===== config.mk =====
export PLATFORM = sky130hd
export DESIGN_NAME = serial_sub_nbit
export DESIGN_NICKNAME = d
export VERILOG_FILES = /design/src/rtl/serial_sub_pkg.sv /design/src/rtl/full_subtractor.sv /design/src/rtl/serial_sub_nbit.sv
export SDC_FILE = /design/constraint.sdc
export NUM_CORES = 1
export LEC_CHECK = 0
export BUFFER_PORTS_ARGS = -buffer_cell sky130_fd_sc_hd__buf_2
export CAP_MARGIN = 20
export CORE_ASPECT_RATIO = 0.75
export CORE_MARGIN = 2
export CORE_UTILIZATION = 43
export DETAILED_ROUTE_END_ITERATION = 12
export HOLD_SLACK_MARGIN = 0.12
export PLACE_DENSITY_LB_ADDON = 0.1
export RECOVER_POWER = 100
export SETUP_SLACK_MARGIN = 0.3
export SYNTH_ARGS = -nofsm -noshare
export SYNTH_HDL_FRONTEND = slang
export SYNTH_SLANG_ARGS = --single-unit

===== constraint.sdc =====
create_clock -name CLK -period 4.3 [get_ports CLK]
set_clock_uncertainty 0.1 [all_clocks]
set_input_delay 0 -clock CLK [delete_from_list [all_inputs] [get_ports CLK]]
set_output_delay 0 -clock CLK [all_outputs]
set_load 0.1 [all_outputs]

===== src/rtl/serial_sub_pkg.sv =====
`default_nettype none
// ============================================================================
//  Module   : serial_sub_pkg
//  Brief    : Shared types, constants and helpers for the bit-serial
//             N-bit subtractor.
//  Revision : 1.0  initial release
// ============================================================================
package serial_sub_pkg;

    // Operand width used when the top level is not overridden
    localparam int DEFAULT_WIDTH = 4;

    // Sequencer states: accept operands, shift bits through the cell,
    // then hold the result until the consumer takes it
    typedef enum logic [1:0] {
        IDLE = 2'd0,
        RUN  = 2'd1,
        DONE = 2'd2
    } state_t;

    // Bit-counter width, wide enough to hold the value WIDTH itself
    function automatic int cnt_width(input int width);
        return $clog2(width + 1);
    endfunction

endpackage
`default_nettype wire


===== src/rtl/full_subtractor.sv =====
`default_nettype none
// ============================================================================
//  Module   : full_subtractor
//  Brief    : Combinational 1-bit full subtractor, d = a - b - bin with
//             borrow-out.
//  Revision : 1.0  initial release
// ============================================================================
module full_subtractor (
    input  logic a,
    input  logic b,
    input  logic bin,
    output logic d,
    output logic bout
);

    // Difference bit and borrow: borrow when a<b, or when a==b and a
    // borrow is already pending
    always_comb begin
        d    = a ^ b ^ bin;
        bout = (~a & b) | (~(a ^ b) & bin);
    end

endmodule
`default_nettype wire


===== src/rtl/serial_sub_nbit.sv =====
`default_nettype none
// ============================================================================
//  Module   : serial_sub_nbit
//  Brief    : Bit-serial WIDTH-bit subtractor, DIFF = A - B - BIN, one bit
//             per cycle LSB first, valid/ready handshakes on both sides.
//  Revision : 1.0  initial release
// ============================================================================
module serial_sub_nbit
    import serial_sub_pkg::*;
#(
    parameter int WIDTH = DEFAULT_WIDTH
) (
    input  logic             CLK,
    input  logic             RST,
    input  logic             IN_VALID,
    output logic             IN_READY,
    input  logic [WIDTH-1:0] A,
    input  logic [WIDTH-1:0] B,
    input  logic             BIN,
    output logic             OUT_VALID,
    input  logic             OUT_READY,
    output logic [WIDTH-1:0] DIFF,
    output logic             BOUT
);

    localparam int             CW       = cnt_width(WIDTH);
    localparam logic [CW-1:0]  LAST_BIT = CW'(WIDTH - 1);

    state_t            state;
    logic [WIDTH-1:0]  a_sh;
    logic [WIDTH-1:0]  b_sh;
    logic [WIDTH-1:0]  diff_q;
    logic              borrow;
    logic              bout_q;
    logic [CW-1:0]     cnt;

    logic              cell_d;
    logic              cell_bout;

    // Single shared arithmetic cell fed from the operand LSBs
    full_subtractor u_cell (
        .a    (a_sh[0]),
        .b    (b_sh[0]),
        .bin  (borrow),
        .d    (cell_d),
        .bout (cell_bout)
    );

    // Handshake flags come from the state register alone, so there is no
    // combinational path from IN_VALID or OUT_READY
    always_comb begin
        IN_READY  = (state == IDLE);
        OUT_VALID = (state == DONE);
        DIFF      = diff_q;
        BOUT      = bout_q;
    end

    // Sequencer, operand shifters, borrow chain and result registers
    always_ff @(posedge CLK) begin
        if (RST) begin
            state  <= IDLE;
            a_sh   <= '0;
            b_sh   <= '0;
            diff_q <= '0;
            borrow <= 1'b0;
            bout_q <= 1'b0;
            cnt    <= '0;
        end else begin
            case (state)
                IDLE: begin
                    if (IN_VALID) begin
                        a_sh   <= A;
                        b_sh   <= B;
                        borrow <= BIN;
                        cnt    <= '0;
                        state  <= RUN;
                    end
                end
                RUN: begin
                    a_sh   <= a_sh >> 1;
                    b_sh   <= b_sh >> 1;
                    diff_q <= {cell_d, diff_q[WIDTH-1:1]};
                    borrow <= cell_bout;
                    cnt    <= cnt + 1'b1;
                    // Final bit: latch the outgoing borrow as BOUT
                    if (cnt == LAST_BIT) begin
                        bout_q <= cell_bout;
                        state  <= DONE;
                    end
                end
                DONE: begin
                    if (OUT_READY) begin
                        state <= IDLE;
                    end
                end
                default: begin
                    state <= IDLE;
                end
            endcase
        end
    end

endmodule
`default_nettype wire


# == Word level (Yosys, flattened, before mapping) ==
# Cells that the tools add are included.
# classes
addsub,1
n_eq_ne,6
n_mux,12
bitwise,7
reduce_logical,5
# op_table
op,count
$pmux W4 S2,2
$mux W4,2
$mux W2,3
$pmux W2 S3,1
$pmux W3 S2,1
$ne A2 B2 Y1 const B,2
$reduce_and A2 Y1,2
$add A3 B1 Y3 const B,1
$eq A3 B2 Y1 const B,1
$mux W3,1
$reduce_and A3 Y1,1
$and A1 B1 Y1,2
$eq A2 B1 Y1 const B,1
$eq A2 B2 Y1 const B,1
$logic_not A2 Y1,1
$ne A2 B1 Y1 const B,1
$not A1 Y1,2
$pmux W1 S2,1
$reduce_bool A2 Y1,1
$xor A1 B1 Y1,2
$mux W1,1
$or A1 B1 Y1,1
# word_totals
register_bits,19
inputBits,13

# == Logic depth before layout (Yosys ltp) ==
# depth
depth_word,5
mapped_depth,5

# == Cells and area by module ==
# Synthesis repeated with hierarchy kept, for this count alone.
# hier_totals
hier_cells,98
hier_area_um2,854.6
# by_module_without_submodules
module,n_inst,cells_per_inst,area_each_um2,seq_area_each_um2
serial_sub_nbit,1,94,823.3,380.4
full_subtractor,1,4,31.3,0.0

# == Worst setup path before layout ==
# OpenSTA, ideal clock, no wires.
# synth_path
path_type,register to output
startpoint,register state[1]
endpoint,output port IN_READY
t_arrival_ns,1.842
slack_ns,2.358
stages_incl_launch_ff,4
path_buffers,2
cell_sequence,dfxtp_1 > buf_4 > buf_2 > nor2_1
# synth_between
elab_chain_cells,1
# synth_rtl
item,line,rtl
start: declaration,serial_sub_nbit.sv:29,state_t state;
start signal: assignment,serial_sub_nbit.sv:61,state <= IDLE;
start signal: assignment,serial_sub_nbit.sv:76,state <= RUN;
start signal: assignment,serial_sub_nbit.sv:88,state <= DONE;
$logic_not A2 Y1,serial_sub_nbit.sv:52,IN_READY = (state == IDLE);
end: declaration,serial_sub_nbit.sv:16,"output logic IN_READY,"
# No other way between the ends.

# == Final worst setup path ==
# layout_path
startpoint,register state[1]
endpoint,register b_sh[3]
# layout_between
elab_chain_cells,3
word_cells_on_any_way,6
# layout_rtl
item,line,rtl
$eq A2 B1 Y1 or $logic_not A2 Y1 (tied branches),serial_sub_nbit.sv:69,case (state)
$reduce_bool A2 Y1 (no source line) or $ne A2 B2 Y1 (tied branches),n/a,
$reduce_and A2 Y1 (no source line),n/a,
end signal: assignment,serial_sub_nbit.sv:81,b_sh <= b_sh >> 1;
end: declaration,serial_sub_nbit.sv:31,logic [WIDTH-1:0] b_sh;
# Several ways; a longest one is shown, not always the timed one.
# A chain may end at the register's enable or synchronous reset.

==> results.py <==
metrics = {
    "worst_setup_path": {
        "crit_type": "reg -> reg",
        "cp-start-kind": "flip-flop",
        "critPathRequiredTime_ns": 4.40,
        "path_max_fanout": 19,
        "cp.arrival_ns": 2.49,
        "cp-end-kind": "flip-flop",
    },
    "timing": {
        "finalWorstSetupSlack_ns": 1.91,
        "min_period_ns": 2.39,
        "tns_ns": 0,
        "min_period_over_period": 0.556,
        "worstMarginPinSlew_ns": 1.16,
        "finalSetupViolCount": 0,
        "slew_viol_final": 0,
        "hold_viol_final": 0,
        "slew_headroom": 0.227,
        "grt_setup_unrepaired": "false",
        "fmax_mhz": 418,
    },
    "clock_tree": {
        "h-tree-depth": 1,
        "cts_tree": "yes",
        "clockBufferDepth": 2,
        "clock-sinks": 19,
        "cts_buffers": 3,
        "clkTransAtPathRegs_ns": 0.12,
        "clockRootBuffer": "clkbuf_4",
        "postCtsSetupBuffers": 0,
        "cts_resized": 0,
        "insertion_delay_ns": 0.30,
    },
    "yosys": {
        "ys_async_sr_fraction": 0,
        "yosysSeqAreaShare": 0.423,
        "muxShareOfSynthArea": 0.0111,
        "synth_area_um2": 898,
        "synth_compound_area_frac": 0.259,
        "synth_cell_types": 32,
        "yosys.area_share.xor_xnor": 0,
        "synth_ff_type": "dfxtp_1",
        "syn_inst": 105,
        "yosysWarnings": 0,
        "synth_simple_gate_area_frac": 0.167,
        "synth_nets": 121,
        "avgSynthCellArea_um2": 8.56,
        "synth_top_family_by_area": "compound AO/OA/AOI/OAI gates",
        "synthAdderAreaFrac": 0.0501,
        "ys_ff_latch": 19,
        "synth_edf_count": 0,
    },
    "detailed_routing": {
        "drc": 0,
        "ant_nets": 0,
        "routedWlPerCell_um": 12.4,
        "post_drt_via_cell_ratio": 5.15,
        "routed_wirelength_mm": 2.03,
        "drt-initial-drc-count": 28,
        "via_count": 840,
        "dr.pass1.iters": 4,
    },
    "global_routing": {
        "antenna_found_initial": 0,
        "overflow": 0,
        "busiest_layer": "met2",
        "gr-usage-met1": 0.236,
        "use_met3": 0.0627,
        "use_met2": 0.279,
        "grt_pass1_vias": 717,
        "grtUsageTotal": 0.177,
        "grt_pass1_wl_mm": 3.28,
        "grt_max_degree": 20,
    },
    "die": {
        "io_pins": 20,
        "die_x_um": 56.8,
        "dieArea_um2": 2470,
        "core-area_um2": 2000,
        "start_util": 0.450,
        "rows": 14,
        "die_height_um": 43.6,
    },
    "finish": {
        "final_nets": 156,
        "area_growth_pct": 30.6,
        "drive_above_1_share": 0.158,
        "layout_common_cells": "19 x dfxtp_1, 19 x dlygate4sd3_1, 15 x nor2_1, 15 x a21oi_1, 12 x buf_2",
        "instances_no_fill": 163,
        "antennaDiodeCount": 0,
    },
    "power": {
        "power_per_cell_area_nw_per_um2": 310,
        "ir_drop_v": 0.000254,
        "power.leakage_nw": 0.483,
        "total_power_mw": 0.364,
    },
    "flow_run": {
        "maxCapViolations": 0,
    },
    "placed_design": {
        "dp_cells": 140,
        "dp_hpwl_mm": 1.22,
        "finalWeightedCongestion": 0.732,
        "port_buffers": 19,
        "dpl_worst_slack_ns": 2.58,
    },
    "min_path": {
        "hold_path.class": "reg -> reg",
    },
    "run_status": {
        "status": "finished clean",
    },
}
## per-stage QoR
stage                     utilization  instance area (µm²)  hold slack [ns]
after floorplan                     -                  898           0.0602
after global placement          0.487                  973            0.185
after detailed placement        0.487                  973            0.179
after CTS                       0.596                 1190            0.365
after global routing            0.588                 1170            0.401
final                           0.588                 1170            0.364
## cells in the mapped netlist (2+ instances only)
cell / instances / area, µm²
nor2_1: 15 / 56.3
o21ai_0: 2 / 10.0
buf_2: 4 / 20.0
nand3_1: 2 / 10.0
o221a_2: 4 / 45.0
o22ai_1: 2 / 12.5
nand2_1: 8 / 30.0
a22oi_1: 2 / 15.0
ha_1: 2 / 25.0
buf_4: 2 / 15.0
a21oi_1: 15 / 75.1
nor2b_1: 3 / 18.8
dfxtp_1: 19 / 380
inv_1: 7 / 26.3
## final cells by class
cell class	count	area, µm²
fill	185	823
multi-input combinational	70	429
sequential	19	380
timing repair buffer	38	277
inverter	8	30.0
tap	24	30.0
clock buffer	3	22.5
clock inverter	1	5.00
## power breakdown
group / internal (mW) / switching, mW / total, mW
sequential: 0.186 / 0.00900 / 0.195
clock: 0.0347 / 0.0588 / 0.0935
combinational: 0.0324 / 0.0428 / 0.0752
## final timing paths
check	start	to	slack [ns]	cells after the start
max	state[1]	b_sh[3]	1.91	5
max reg2reg	state[1]	b_sh[3]	1.91	5
min reg2reg	DIFF[0]	DIFF[0]	0.36	2
min	DIFF[0]	DIFF[0]	0.36	2
## critical path: stages, from the launching register on
cell           delay, ns
dfxtp_1             0.71
nor2b_1             0.13
nand3_1             0.12
dlygate4sd3_1       0.56
a21oi_1             0.08
dlygate4sd3_1       0.59
## cells by family after synthesis
logic type / count (synthesis)
adders and majority gates: 3
and+or+nand+nor: 33
buffers and inverters: 16
AOI/OAI and AO/OA: 33
DFF: 19
muxes: 1
## flip-flops by register name, summed over array words and instances, names as in the netlist
register,flops
state,2
a_sh,4
BOUT,1
borrow,1
b_sh,4
DIFF,4
cnt,3
## metal layers
layer	share of wire	wire [µm]
met1	0.50	1010
met2	0.44	899
met3	0.053	107
met4	0.0064	13
met5	0	0
## repair_timing
| action | CTS | global route |
|---|---|---|
| endpoints found under the setup margin | 0 | 0 |
| hold endpoints to repair | 19 | 0 |
| hold buffers | 19 | 0 |
Note: power is estimated with default switching activity, not from simulation.
